### src/rtl/mem_access_pkg.sv
`default_nettype none
// ============================================================================
// Module      : mem_access_pkg
// Description : Shared encodings for the memory stage.
//               Covers opcode one-hot positions, exception bit indices,
//               funct3 size codes, FSM states and the size helpers.
// Revision    : 1.0 - initial release
// ============================================================================
package mem_access_pkg;

    localparam int OPCODE_WIDTH    = 11;
    localparam int EXCEPTION_WIDTH = 16;

    localparam int OP_LUI    = 0;
    localparam int OP_AUIPC  = 1;
    localparam int OP_JAL    = 2;
    localparam int OP_JALR   = 3;
    localparam int OP_BRANCH = 4;
    localparam int OP_LOAD   = 5;
    localparam int OP_STORE  = 6;
    localparam int OP_OPIMM  = 7;
    localparam int OP_OP     = 8;
    localparam int OP_FENCE  = 9;
    localparam int OP_SYSTEM = 10;

    localparam logic [OPCODE_WIDTH-1:0] OPC_LOAD  = OPCODE_WIDTH'(1) << OP_LOAD;
    localparam logic [OPCODE_WIDTH-1:0] OPC_STORE = OPCODE_WIDTH'(1) << OP_STORE;
    localparam logic [OPCODE_WIDTH-1:0] OPC_ALU   = OPCODE_WIDTH'(1) << OP_OP;

    localparam int EXC_LOAD_ADDR_MISALIGNED  = 4;
    localparam int EXC_LOAD_ACCESS_FAULT     = 5;
    localparam int EXC_STORE_ADDR_MISALIGNED = 6;
    localparam int EXC_STORE_ACCESS_FAULT    = 7;

    localparam logic [2:0] F3_B  = 3'b000;
    localparam logic [2:0] F3_H  = 3'b001;
    localparam logic [2:0] F3_W  = 3'b010;
    localparam logic [2:0] F3_BU = 3'b100;
    localparam logic [2:0] F3_HU = 3'b101;

    typedef enum logic [1:0] {
        SZ_BYTE = 2'd0,
        SZ_HALF = 2'd1,
        SZ_WORD = 2'd2
    } size_e;

    typedef enum logic [1:0] {
        ST_IDLE = 2'd0,
        ST_WAIT = 2'd1,
        ST_DONE = 2'd2
    } state_e;

    // Unused funct3 codes (011/110/111) fall through to word access.
    function automatic size_e size_of(input logic [2:0] f3);
        case (f3[1:0])
            2'b00:   return SZ_BYTE;
            2'b01:   return SZ_HALF;
            default: return SZ_WORD;
        endcase
    endfunction

    function automatic logic is_misaligned(input logic [2:0] f3, input logic [1:0] lo);
        case (size_of(f3))
            SZ_BYTE: return 1'b0;
            SZ_HALF: return lo[0];
            default: return |lo;
        endcase
    endfunction

endpackage
`default_nettype wire

### src/rtl/mem_align.sv
`default_nettype none
// ============================================================================
// Module      : mem_align
// Description : Byte-enable generation, store lane replication and load
//               extraction with sign/zero extension.
// Revision    : 1.0 - initial release
// ============================================================================
module mem_align
    import mem_access_pkg::*;
(
    input  logic [2:0]  i_funct3,
    input  logic [1:0]  i_addr_lo,
    input  logic [31:0] i_store_data,
    input  logic [31:0] i_rdata,
    output logic [3:0]  o_be,
    output logic [31:0] o_wdata,
    output logic [31:0] o_load_data
);

    logic [31:0] w_shifted;

    always_comb begin
        w_shifted   = i_rdata >> {i_addr_lo, 3'b000};
        o_be        = 4'b1111;
        o_wdata     = i_store_data;
        o_load_data = w_shifted;
        case (size_of(i_funct3))
            SZ_BYTE: begin
                o_be        = 4'b0001 << i_addr_lo;
                o_wdata     = {4{i_store_data[7:0]}};
                o_load_data = i_funct3[2] ? {24'b0, w_shifted[7:0]}
                                          : {{24{w_shifted[7]}}, w_shifted[7:0]};
            end
            SZ_HALF: begin
                o_be        = 4'b0011 << {i_addr_lo[1], 1'b0};
                o_wdata     = {2{i_store_data[15:0]}};
                o_load_data = i_funct3[2] ? {16'b0, w_shifted[15:0]}
                                          : {{16{w_shifted[15]}}, w_shifted[15:0]};
            end
            default: ;
        endcase
    end

endmodule
`default_nettype wire

### src/rtl/mem_access.sv
`default_nettype none
// ============================================================================
// Module      : mem_access
// Description : Memory pipeline stage; one req/ack data-memory transaction
//               per load/store, aligned load writeback, 1-cycle pass-through.
// Revision    : 1.0 - initial release
// ============================================================================
module mem_access
    import mem_access_pkg::*;
#(
    parameter int TIMEOUT_CYCLES = 255
) (
    input  logic                       clk,
    input  logic                       rst,
    input  logic                       prev_clk_en,
    input  logic [OPCODE_WIDTH-1:0]    prev_opcode_type,
    input  logic [2:0]                 prev_funct3,
    input  logic [31:0]                prev_alu_result,
    input  logic [31:0]                prev_rs2_data,
    input  logic [4:0]                 prev_rd,
    input  logic                       prev_rd_w_en,
    input  logic [31:0]                prev_rd_wdata,
    input  logic [EXCEPTION_WIDTH-1:0] prev_exception,
    input  logic                       prev_stall,
    input  logic                       prev_flush,
    output logic                       dmem_req,
    output logic                       dmem_we,
    output logic [31:0]                dmem_addr,
    output logic [3:0]                 dmem_be,
    output logic [31:0]                dmem_wdata,
    input  logic                       dmem_ack,
    input  logic [31:0]                dmem_rdata,
    output logic [4:0]                 rd,
    output logic                       rd_w_en,
    output logic [31:0]                rd_wdata,
    output logic [EXCEPTION_WIDTH-1:0] exception,
    output logic                       clk_en,
    output logic                       stall
);

    localparam int CNT_W = (TIMEOUT_CYCLES > 1) ? $clog2(TIMEOUT_CYCLES) : 1;
    localparam logic [CNT_W-1:0] CNT_LAST = CNT_W'((TIMEOUT_CYCLES == 0) ? 0 : TIMEOUT_CYCLES - 1);

    state_e                     state_q, state_d;
    logic [CNT_W-1:0]           cnt_q, cnt_d;
    logic                       dmem_req_q, dmem_req_d, dmem_we_q, dmem_we_d;
    logic [31:0]                dmem_addr_q, dmem_addr_d, dmem_wdata_q, dmem_wdata_d;
    logic [3:0]                 dmem_be_q, dmem_be_d;
    logic [4:0]                 rd_q, rd_d, pend_rd_q, pend_rd_d;
    logic                       rd_w_en_q, rd_w_en_d, pend_rd_w_en_q, pend_rd_w_en_d;
    logic [31:0]                rd_wdata_q, rd_wdata_d;
    logic [EXCEPTION_WIDTH-1:0] exception_q, exception_d, pend_exc_q, pend_exc_d;
    logic                       clk_en_q, clk_en_d;
    logic [2:0]                 pend_funct3_q, pend_funct3_d;
    logic [1:0]                 pend_lo_q, pend_lo_d;

    logic        w_stall, w_accept, w_is_load, w_is_store, w_misal, w_timeout;
    logic [2:0]  w_al_funct3;
    logic [1:0]  w_al_lo;
    logic [3:0]  w_be;
    logic [31:0] w_wdata, w_load_data;

    // Issue uses the incoming instruction; completion uses the captured one.
    assign w_al_funct3 = (state_q == ST_IDLE) ? prev_funct3 : pend_funct3_q;
    assign w_al_lo     = (state_q == ST_IDLE) ? prev_alu_result[1:0] : pend_lo_q;

    mem_align u_align (
        .i_funct3     (w_al_funct3),
        .i_addr_lo    (w_al_lo),
        .i_store_data (prev_rs2_data),
        .i_rdata      (dmem_rdata),
        .o_be         (w_be),
        .o_wdata      (w_wdata),
        .o_load_data  (w_load_data)
    );

    assign w_stall    = (state_q != ST_IDLE) | prev_stall;
    assign w_accept   = prev_clk_en & ~w_stall;
    assign w_is_load  = (prev_opcode_type == OPC_LOAD);
    assign w_is_store = (prev_opcode_type == OPC_STORE);
    assign w_misal    = is_misaligned(prev_funct3, prev_alu_result[1:0]);
    assign w_timeout  = (TIMEOUT_CYCLES != 0) && (cnt_q == CNT_LAST);

    always_comb begin
        state_d        = state_q;
        cnt_d          = cnt_q;
        dmem_req_d     = dmem_req_q;
        dmem_we_d      = dmem_we_q;
        dmem_addr_d    = dmem_addr_q;
        dmem_be_d      = dmem_be_q;
        dmem_wdata_d   = dmem_wdata_q;
        rd_d           = rd_q;
        rd_w_en_d      = rd_w_en_q;
        rd_wdata_d     = rd_wdata_q;
        exception_d    = exception_q;
        clk_en_d       = clk_en_q;
        pend_rd_d      = pend_rd_q;
        pend_rd_w_en_d = pend_rd_w_en_q;
        pend_exc_d     = pend_exc_q;
        pend_funct3_d  = pend_funct3_q;
        pend_lo_d      = pend_lo_q;

        case (state_q)
            ST_IDLE: begin
                if (w_accept) begin
                    if (prev_flush) begin
                        clk_en_d = 1'b0;
                    end else if ((w_is_load || w_is_store) && !w_misal) begin
                        dmem_req_d     = 1'b1;
                        dmem_we_d      = w_is_store;
                        dmem_addr_d    = {prev_alu_result[31:2], 2'b00};
                        dmem_be_d      = w_be;
                        dmem_wdata_d   = w_wdata;
                        pend_rd_d      = prev_rd;
                        pend_rd_w_en_d = prev_rd_w_en;
                        pend_exc_d     = prev_exception;
                        pend_funct3_d  = prev_funct3;
                        pend_lo_d      = prev_alu_result[1:0];
                        cnt_d          = '0;
                        clk_en_d       = 1'b0;
                        state_d        = ST_WAIT;
                    end else begin
                        rd_d        = prev_rd;
                        rd_w_en_d   = prev_rd_w_en;
                        rd_wdata_d  = prev_rd_wdata;
                        exception_d = prev_exception;
                        clk_en_d    = 1'b1;
                        if (w_is_store) begin
                            rd_w_en_d = 1'b0;
                            exception_d[EXC_STORE_ADDR_MISALIGNED] = 1'b1;
                        end else if (w_is_load) begin
                            rd_w_en_d = 1'b0;
                            exception_d[EXC_LOAD_ADDR_MISALIGNED] = 1'b1;
                        end
                    end
                end else if (!prev_stall) begin
                    clk_en_d = 1'b0;
                end
            end
            ST_WAIT: begin
                // Ack takes priority over a timeout landing in the same cycle.
                if (dmem_ack || w_timeout) begin
                    dmem_req_d  = 1'b0;
                    rd_d        = pend_rd_q;
                    exception_d = pend_exc_q;
                    if (dmem_ack) begin
                        rd_w_en_d  = pend_rd_w_en_q & ~dmem_we_q;
                        rd_wdata_d = dmem_we_q ? 32'h0 : w_load_data;
                    end else begin
                        rd_w_en_d  = 1'b0;
                        rd_wdata_d = 32'h0;
                        if (dmem_we_q) exception_d[EXC_STORE_ACCESS_FAULT] = 1'b1;
                        else           exception_d[EXC_LOAD_ACCESS_FAULT]  = 1'b1;
                    end
                    if (prev_stall) begin
                        state_d = ST_DONE;
                    end else begin
                        clk_en_d = 1'b1;
                        state_d  = ST_IDLE;
                    end
                end else begin
                    cnt_d = cnt_q + 1'b1;
                end
            end
            ST_DONE: begin
                if (!prev_stall) begin
                    clk_en_d = 1'b1;
                    state_d  = ST_IDLE;
                end
            end
            default: state_d = ST_IDLE;
        endcase
    end

    always_ff @(posedge clk or posedge rst) begin
        if (rst) begin
            state_q        <= ST_IDLE;
            cnt_q          <= '0;
            dmem_req_q     <= 1'b0;
            dmem_we_q      <= 1'b0;
            dmem_addr_q    <= '0;
            dmem_be_q      <= '0;
            dmem_wdata_q   <= '0;
            rd_q           <= '0;
            rd_w_en_q      <= 1'b0;
            rd_wdata_q     <= '0;
            exception_q    <= '0;
            clk_en_q       <= 1'b0;
            pend_rd_q      <= '0;
            pend_rd_w_en_q <= 1'b0;
            pend_exc_q     <= '0;
            pend_funct3_q  <= '0;
            pend_lo_q      <= '0;
        end else begin
            state_q        <= state_d;
            cnt_q          <= cnt_d;
            dmem_req_q     <= dmem_req_d;
            dmem_we_q      <= dmem_we_d;
            dmem_addr_q    <= dmem_addr_d;
            dmem_be_q      <= dmem_be_d;
            dmem_wdata_q   <= dmem_wdata_d;
            rd_q           <= rd_d;
            rd_w_en_q      <= rd_w_en_d;
            rd_wdata_q     <= rd_wdata_d;
            exception_q    <= exception_d;
            clk_en_q       <= clk_en_d;
            pend_rd_q      <= pend_rd_d;
            pend_rd_w_en_q <= pend_rd_w_en_d;
            pend_exc_q     <= pend_exc_d;
            pend_funct3_q  <= pend_funct3_d;
            pend_lo_q      <= pend_lo_d;
        end
    end

    assign dmem_req   = dmem_req_q;
    assign dmem_we    = dmem_we_q;
    assign dmem_addr  = dmem_addr_q;
    assign dmem_be    = dmem_be_q;
    assign dmem_wdata = dmem_wdata_q;
    assign rd         = rd_q;
    assign rd_w_en    = rd_w_en_q;
    assign rd_wdata   = rd_wdata_q;
    assign exception  = exception_q;
    assign clk_en     = clk_en_q;
    assign stall      = w_stall;

endmodule
`default_nettype wire
### config.mk
export PLATFORM = sky130hd
export DESIGN_NAME = mem_access
export DESIGN_NICKNAME = d
export VERILOG_FILES = /design/src/rtl/mem_access_pkg.sv /design/src/rtl/mem_align.sv /design/src/rtl/mem_access.sv
export SDC_FILE = /design/constraint.sdc
export NUM_CORES = 1
export LEC_CHECK = 0
export ABC_AREA = 1
export BUFFER_PORTS_ARGS = -buffer_cell sky130_fd_sc_hd__buf_2
export CAP_MARGIN = 20
export CORE_ASPECT_RATIO = 0.9
export CORE_MARGIN = 2
export CORE_UTILIZATION = 55
export DETAILED_ROUTE_END_ITERATION = 6
export MAX_ROUTING_LAYER = met4
export PLACE_DENSITY = 0.95
export SKIP_CTS_REPAIR_TIMING = 1
export SYNTH_ARGS = -nofsm -noshare
export SYNTH_HDL_FRONTEND = slang
export SYNTH_SLANG_ARGS = --single-unit
### constraint.sdc
create_clock -name clk -period 7.6 [get_ports clk]
set_input_delay 0.76 -clock clk [delete_from_list [all_inputs] [get_ports clk]]
set_output_delay 0.76 -clock clk [all_outputs]
set_load 0.02 [all_outputs]
[Word-level counts from Yosys, hierarchy flattened]
Index checks and enable logic that the tools add are counted.
Word-level totals
  flip-flop bits (word level): 160
  bits in latches: 0
  memory bits (writable): 0
  bits in read-only memories: 0
  input bits: 170
  logic and storage cells: 129
  memories kept: 0
Operators by class
  $add $sub $neg: 1
  $mul: 0
  div/mod/pow operators: 0
  order comparisons: 0
  equality and inequality tests: 17
  shift operators: 3
  mux-type cells: 66
  bitwise logic cells: 6
  reduce and logical (&&, ||, !) cells: 19
Operators with widths (number)
  32-bit 2-to-1 mux: 8
  32-bit one-hot mux with 2 select lines: 3
  16-bit 2-to-1 mux: 4
  8-bit 2-to-1 mux: 4
  16-bit one-hot mux with 2 select lines: 1
  32-bit by 5-bit >> shifter with 32-bit output: 1
  1-bit 2-to-1 mux: 24
  5-bit 2-to-1 mux: 4
  5-bit AND reduction: 4
  8-bit one-hot mux with 2 select lines: 1
  2-bit 2-to-1 mux: 7
  2-bit != test, second input constant: 6
  11-bit by 6-bit == test with 1-bit output, second input constant: 1
  11-bit by 7-bit == test with 1-bit output, second input constant: 1
  2-bit by 1-bit == test with 1-bit output, second input constant: 5
  2-bit logical NOT: 5
  5-bit one-hot mux with 2 select lines: 1
  8-bit by 1-bit adder with 8-bit output, second input constant: 1
  8-bit == test, second input constant: 1
  2-bit one-hot mux with 2 select lines: 2
  4-bit one-hot mux with 2 select lines: 1
  1-bit one-hot mux with 2 select lines: 3
  2-bit one-hot mux with 3 select lines: 1
  4-bit AND reduction: 1
  other kinds (17): 22

[Longest topological paths before layout]
Gate-level depths: netlist of the first run.
  word-level depth: 10
  depth in mapped cells: 16

[Hierarchy]
A second synthesis of the first run with hierarchy kept.
Unflattened totals
  cell total of the unflattened synthesis: 1166
  area, all modules: 8873.5 um^2
Modules (own cells, without submodules)
  mem_access: times used 1, cells an instance 926, area each 7587.3 um^2, sequential area each 4003.8 um^2
  mem_align: times used 1, cells an instance 240, area each 1286.2 um^2, sequential area each 0.0 um^2

[Worst setup path before layout of the first run]
Ideal clock, no wire load.
  path type: input -> register
  from: input prev_opcode_type[4]
  to: register dmem_we_q, in the netlist dmem_we
  arrival time: 1.897 ns
  data required time: 7.470 ns
  setup slack: 5.573 ns
  cell stages on the path: 9
  cell sequence: or2_1 -> nor2_1 -> nand2_1 -> nand2_1 -> nand4_2 -> buf_4 -> buf_4 -> nand2_1 -> o21ai_1
On the way
  cells in the longest elaborated chain, start to end: 4
  elaborated cells between the ends (all ways): 5
  classes of those cells: 2 x eq/ne; 3 x reduce/logical
RTL lines
  from (decl): RTL line mem_access.sv:16  | input logic [OPCODE_WIDTH-1:0] prev_opcode_type,
  11-bit by 6-bit == test with 1-bit output / 11-bit by 7-bit == test with 1-bit output (equally long branches): RTL line mem_access.sv:79, mem_access.sv:80
  1-bit logical OR: RTL line mem_access.sv:108  | end else if ((w_is_load || w_is_store) && !w_misal) begin
  1-bit logical AND: RTL line mem_access.sv:108
  4-bit AND reduction (no source line)
  to (signal assigned): RTL line mem_access.sv:198  | dmem_we_q <= dmem_we_d;
  to (decl): RTL line mem_access.sv:46  | logic dmem_req_q, dmem_req_d, dmem_we_q, dmem_we_d;
Several ways; a longest one is shown, not always the timed one.
A chain may end at the register's enable or synchronous reset.

[Worst setup path after layout of the first run]
  from: register state_q[1]
  to: register rd_wdata_q[25], in the netlist rd_wdata[25]
On the way
  cells in the longest elaborated chain, start to end: 10
  elaborated cells between the ends (all ways): 27
  classes of those cells: 7 x eq/ne; 1 x shift; 10 x mux; 3 x bitwise; 6 x reduce/logical
RTL lines
  from (decl): RTL line mem_access.sv:44  | state_e state_q, state_d;
  from (signal assigned): RTL line mem_access.sv:195  | state_q <= state_d;
  branches (longest 10 deep; another with 32-bit by 5-bit >> shifter with 32-bit output)
  to (signal assigned): RTL line mem_access.sv:204  | rd_wdata_q <= rd_wdata_d;
  to (decl): RTL line mem_access.sv:51  | logic [31:0] rd_wdata_q, rd_wdata_d;
Parallel ways; which one is timed is not known. The select of a mux whose other input is x is not followed.

==> flow_metrics.tcl, run 1 <==
set metrics [dict create \
    tightest_slew_ns 0.9324 \
    synth_area_um2 8433 \
    placed_cells_incl_taps 1598 \
    pre_cts_ws_ns 3.640 \
    drive_gt1_share_pct 24.70 \
    row_count 42 \
    grt-ovfl-total 0 \
    power.density_nw_per_um2 361.2 \
    synth_top_area_share_pct 47.48 \
    synthMostInstantiatedCell "nand2_1" \
    ys.flop_type "dfrtp_1" \
    layout_setup_ws_ns 4.006 \
    drv_slew 0 \
    io_buffers 293 \
    boundaryPins 296 \
    hold_violations 0 \
    fin_skew_ns 0.008263 \
    viasPerCell 5.143 \
    syn_area_per_cell_um2 7.257 \
    period_needed_ns 3.594 \
    clk_pin_slew_ns 0.06 \
    dieArea_um2 16340 \
    cts.path.max_buffers 2 \
    max_slew_margin_pct 37.42 \
    outcome "finished with violations" \
    cts_made_buffers 17 \
    reg2regPathDepth 12 \
    worstPathRequired_ns 7.93 \
    die_x_um 134.5 \
    rsz0062_at_grt "false" \
    wl_um 24000 \
    holdPathEnd "rd_wdata[10]$_DFFE_PP0P_" \
    synth-seq-cells 160 \
    drt_iter0_markers 668 \
    holdPathStages 2 \
    r2r_slack_ns 4.01 \
    yosysWarnings 0 \
    area_growth_pct 24.45 \
    crit_path_start "state_q[1]$_DFFE_PP0P_" \
    hold_path_class "register to register" \
    initial_core_util_pct 56.71 \
    tritoncts "yes" \
    ys_types 34 \
    synth_edf_count 0 \
    criticalPathCategory "register to register" \
    num-fill-cells 1129 \
    worstReg2RegEnd "rd_wdata[25]$_DFFE_PP0P_" \
    ir_drop_uv 249.2 \
    dp_hpwl_um 17290 \
    grt_pass1_vias 7899 \
    fin_tns_setup_ns 0 \
    clock_latency_ns 0.42 \
    drt-pass1-iter-count 7 \
    wl_per_cell_um 14.70 \
    violations "design-rule violations" \
    cp-start-kind "register" \
    antenna_found_initial 2 \
    cp-end-kind "register" \
    r2r-start "state_q[1]$_DFFE_PP0P_" \
    fmax_mhz 278.2 \
    worst-path-max-fanout 51 \
    synth_area_leaders "dfrtp_1 (47%), nand2_1 (19%), inv_1 (6.1%)" \
    synthArstFlopShare_pct 100.0 \
    fin_cells 1633 \
    die_y_um 121.5 \
    grt_max_degree 102 \
    yosys-top-cells-count "nand2_1 (417), dfrtp_1 (160), inv_1 (138)" \
    vias 8398 \
    grt_pass1_wl_um 37470 \
    p_leak_nw 5.996 \
    finalSetupViolCount 0 \
    postRouteAntennaNets 0 \
    syn_inst 1162 \
    period_share_pct 47.29 \
    core_region_area_um2 14870 \
    min-delay-start "rd_wdata[10]$_DFFE_PP0P_" \
    seq_area_frac_synth_pct 47.48 \
    synth_largest_area_cell "dfrtp_1" \
    cts-root-buf "clkbuf_16" \
    cap_violations 0 \
    grt_use_total_pct 30.36 \
    drc 8 \
    gp_congestion 0.9387 \
    num-nets-final 1596 \
    htreeDepth 4 \
    arrival_ns 3.92 \
    clock-sinks 160 \
]
## cell families after synthesis
logic type	Yosys count	synth area share, %
xor gates and xnor gates	1	0.1039
DFF	160	47.48
buffers and inverters	204	10.82
AOI/OAI and AO/OA	220	13.20
and+or+nand+nor	570	27.46
other	1	0.04447
adders and majority gates	6	0.8902
## registers in the layout, summed over array words and instances (netlist names), 3 cells and up
name,count
dmem_wdata,32
rd_wdata,32
dmem_addr,30
exception,16
pend_exc_q,16
cnt_q,8
pend_rd_q,5
rd,5
dmem_be,4
pend_funct3_q,3
## report_power, final
part	internal (mW)	total [mW]	switching (mW)
clock	0.538	0.889	0.351
sequential	1.01	1.10	0.0905
combinational	0.543	1.80	1.26
## routing by layer
layer  GRT usage [%]  wire [um]  up-vias
met2           50.10      11720      422
met4           9.145        522        0
met5               -          0        -
li1                -          -     4126
met1           37.18       9542     3804
met3           7.644       2213       46
## per-stage QoR
step / hold slack, ns / util, % / area, um2 / power [mW]
finish: 0.4753 / 70.57 / 10500 / 3.791
global route: 0.4953 / 70.57 / 10500 / 4.053
floorplan: 0.4536 / - / 8437 / 2.438
detailed placement: 0.4615 / 66.26 / 9854 / 2.870
CTS: 0.4783 / 70.40 / 10470 / 3.767
global placement: 0.4600 / 66.08 / 9827 / 2.798
## worst max path at each step
| stage | to | cells after the start | slack [ns] |
|---|---|---|---|
| 2_1_floorplan | clk_en$_DFFE_PP0P_ | 1 | 2.52 |
| 3_3_place_gp | rd_wdata[28]$_DFFE_PP0P_ | 11 | 3.76 |
| 3_5_place_dp | rd_wdata[19]$_DFFE_PP0P_ | 11 | 3.64 |
| 4_1_cts | rd_wdata[30]$_DFFE_PP0P_ | 11 | 3.61 |
| 5_1_grt | rd_wdata[25]$_DFFE_PP0P_ | 12 | 3.67 |
| 6_report | rd_wdata[25]$_DFFE_PP0P_ | 12 | 4.01 |
## worst max-delay path: stages (launching register included)
cell and delay [ns]:
dfrtp_1 0.41, inv_1 0.10, ha_2 0.54, buf_4 0.44, o21ai_0 0.13, nor2_1 0.20
nand2_1 0.07, inv_1 0.08, nand2_2 0.28, buf_12 0.30, inv_2 0.68, nor2_1 0.08
a21oi_1 0.18
## final cells by class
type | instances | area [um2] | area share (%)
repair buffers | 299 | 1544 | 14.71
well taps | 198 | 247.7 | 2.361
multi-input cells | 799 | 3535 | 33.68
diodes | 2 | 5.005 | 0.04769
clock inverters | 11 | 155.1 | 1.478
clock buffers | 21 | 460.4 | 4.387
flip-flops and latches | 160 | 4004 | 38.15
inverters | 143 | 544.3 | 5.186
## cell usage in the layout (no fill, tap or decap), drive strengths merged
| cell type | synthesis | routed |
|---|---|---|
| a221oi | 1 | 1 |
| bufinv | 0 | 3 |
| nor3 | 1 | 1 |
| o21ai | 163 | 163 |
| nor3b | 1 | 1 |
| o32a | 1 | 1 |
| ha | 6 | 6 |
| or2 | 13 | 13 |
| xor2 | 1 | 1 |
| inv | 142 | 144 |
| a31oi | 1 | 1 |
| a211oi | 1 | 1 |
| a21oi | 53 | 53 |
| nor2 | 88 | 88 |
| nand2 | 421 | 421 |
| clkinv | 1 | 3 |
| clkbuf | 24 | 21 |
| nand3b | 4 | 4 |
| conb | 1 | 2 |
| clkinvlp | 0 | 4 |
| dfrtp | 160 | 160 |
| diode | 0 | 2 |
| buf | 37 | 299 |
| nand3 | 41 | 41 |
| nand4 | 1 | 1 |
Power figures use the tool's default switching activity.
==> run 2: changes to the inputs <==
ABC_AREA = 0   (was 1)
CORE_UTILIZATION = 45   (was 55)
PLACE_DENSITY = 0.87   (was 0.95)
clock period = 2.91 ns   (was 7.6 ns; I/O delays follow)
==> run 2 against run 1 <==
  * Register-to-register slack lost 3.6 ns
  * Wire length increased by 6.0%
  * First-iteration DRC count down 34%
  * Fmax grew 42%
  * Synthesized cell count down 22%
  * Highest routed layer unchanged
  * Utilization is 11 points lower
  * Die area grew 19%
  * Clock power is 130% higher
  * Non-clock buffer count rose by 14
  * Count of clock-buffer cells in the layout is 3 lower
  * The run still ends with design-rule violations left
==> flow_metrics.tcl, run 2 <==
set metrics [dict create \
    criticalPathCategory "register to register" \
    reg2regPathDepth 8 \
    num-nets-final 1348 \
    grt-ovfl-total 0 \
    met2_length_um 12760 \
    hold_violations 0 \
    grt_pass1_vias 7767 \
    drt_iter0_markers 439 \
    fin_tns_setup_ns 0 \
    wl_um 25440 \
    wl_met3_um 2219 \
    synth_top_area_share_pct 48.68 \
    initial_core_util_pct 46.24 \
    core_region_area_um2 17780 \
    max_stage_delay_ns 0.60 \
    viasPerCell 5.374 \
    critPathTopFamily "compound AO/OA/AOI/OAI gates" \
    arrival_ns 2.85 \
    placed_cells_incl_taps 1391 \
    worstPathRequired_ns 3.23 \
    total_power_mw 5.465 \
    power.density_nw_per_um2 519.9 \
    seq_area_frac_synth_pct 48.68 \
    vias 7679 \
    clock_latency_ns 0.42 \
    drc 1 \
    htreeDepth 4 \
    wl_per_cell_um 17.80 \
    die_x_um 146.5 \
    worst-path-max-fanout 8 \
    cts_made_buffers 17 \
    drt-pass1-iter-count 7 \
    path_buf_inv 2 \
    area_growth_pct 27.81 \
    tightest_slew_ns 0.9900 \
    fin_cells 1429 \
    violations "design-rule violations" \
    dieArea_um2 19370 \
    dp_hpwl_um 18600 \
    synthMostInstantiatedCell "nand2_1" \
    synthArstFlopShare_pct 100.0 \
    row_count 46 \
    fin_skew_ns 0.01611 \
    drive_gt1_share_pct 32.60 \
    max_slew_margin_pct 33.93 \
    num-fill-cells 1544 \
    holdPathStages 3 \
    final_core_util_pct 59.10 \
    yosys-top-cells-count "nand2_1 (306), dfrtp_1 (160), mux2i_1 (70)" \
    period_needed_ns 2.530 \
    synth_largest_area_cell "dfrtp_1" \
    dr.max_layer_used "met4" \
    die_y_um 132.3 \
    gp_congestion 0.9518 \
    ir_drop_uv 394.9 \
    period_share_pct 86.94 \
    fmax_mhz 395.3 \
    r2r_slack_ns 0.38 \
    cp.depth 8 \
    hold_path_class "input pin to register" \
    p_leak_nw 5.605 \
    ys_types 62 \
    outcome "finished with violations" \
    mostFrequentLayoutCells "nand2_1 (306), buf_2 (293), dfrtp_1 (160), mux2i_1 (69), o21ai_0 (43)" \
    ys.flop_type "dfrtp_1" \
    grt_use_total_pct 27.20 \
    syn_inst 901 \
    clock-sinks 160 \
    cp-end-kind "register" \
    grt_pass1_wl_um 40520 \
    syn_area_per_cell_um2 9.128 \
    antenna_found_initial 6 \
    final_common_cell "nand2_1" \
    rsz0062_at_grt "false" \
    grt_max_degree 115 \
    boundaryPins 296 \
    cts-root-buf "clkbuf_16" \
    synth-seq-cells 160 \
    cap_violations 0 \
    cts.path.max_buffers 2 \
    finalSetupViolCount 0 \
    drv_slew 0 \
    synth_edf_count 0 \
    synth_area_leaders "dfrtp_1 (49%), nand2_1 (14%), mux2i_1 (8.5%)" \
    clk_pin_slew_ns 0.07 \
    postRouteAntennaNets 0 \
    synth_area_um2 8224 \
    cp-start-kind "register" \
    cpMaxStageDelayCell "a2111oi_4" \
    path_cells "inv_1 -> ha_1 -> buf_4 -> mux2_4 -> mux2i_4 -> a2111oi_4 -> a21oi_1 -> o211ai_1" \
    io_buffers 293 \
    met1_length_um 10000 \
    tritoncts "yes" \
    yosysWarnings 0 \
]
## run 2: power by group
part	total [mW]	internal [mW]	switching, mW
Clock	2.08	1.13	0.956
Combinational	0.936	0.356	0.580
Sequential	2.45	2.36	0.0841
Total	5.46	3.84	1.62
## run 2: area by class of cell
cell class | instances | area, um2 | share of cell area, %
Antenna cell | 5 | 12.51 | 0.1190
Clock buffer | 18 | 439.2 | 4.178
Clock inverter | 13 | 102.6 | 0.9761
Inverter | 11 | 45.04 | 0.4285
Multi-Input combinational cell | 669 | 3909 | 37.19
Sequential cell | 160 | 4004 | 38.09
Tap cell | 240 | 300.3 | 2.857
Timing Repair Buffer | 313 | 1699 | 16.16
## run 2: metal layers
layer	track usage [%]	vias up
met3	5.952	31
met5	-	-
met4	8.145	0
li1	-	3612
met1	33.03	3652
met2	45.70	384
## run 2: cells by family (layout without fill, tap and decap cells)
family | Yosys count | in the layout | synth area share (%)
buf+inv | 73 | 355 | 4.199
compound gates | 181 | 181 | 15.00
xor+xnor | 1 | 1 | 0.1065
mux | 77 | 77 | 9.980
simple gates | 402 | 402 | 21.07
flops | 160 | 160 | 48.68
fa+ha+maj | 6 | 6 | 0.9128
other cells | 1 | 7 | 0.04560
## run 2: per-stage QoR
step                area, um2  hold WS [ns]  worst slack, ns
CTS                     10450       0.04391          0.08725
floorplan                8232        0.3964           0.5902
global placement         9910        0.4505           0.2083
finish                  10510       0.06126           0.3801
detailed placement       9910        0.4568          0.07898
global route            10510       0.05089           0.1995
## run 2: worst paths after layout
path	startpoint	endpoint
hold reg to reg	dmem_addr[19]$_DFFE_PP0P_	dmem_addr[19]$_DFFE_PP0P_
setup reg to reg	state_q[1]$_DFFE_PP0P_	rd_wdata[13]$_DFFE_PP0P_
setup / recovery	state_q[1]$_DFFE_PP0P_	rd_wdata[13]$_DFFE_PP0P_
hold / removal	prev_alu_result[6]	dmem_addr[6]$_DFFE_PP0P_
min in group asynchronous	rst	pend_funct3_q[1]$_DFFE_PP0P_
max in group asynchronous	rst	dmem_addr[26]$_DFFE_PP0P_
## run 2: worst register-to-register path, cell delays in order (launching register included)
cell,delay (ns)
dfrtp_1,0.41
inv_1,0.11
ha_1,0.24
buf_4,0.16
mux2_4,0.33
mux2i_4,0.21
a2111oi_4,0.61
a21oi_1,0.15
o211ai_1,0.24
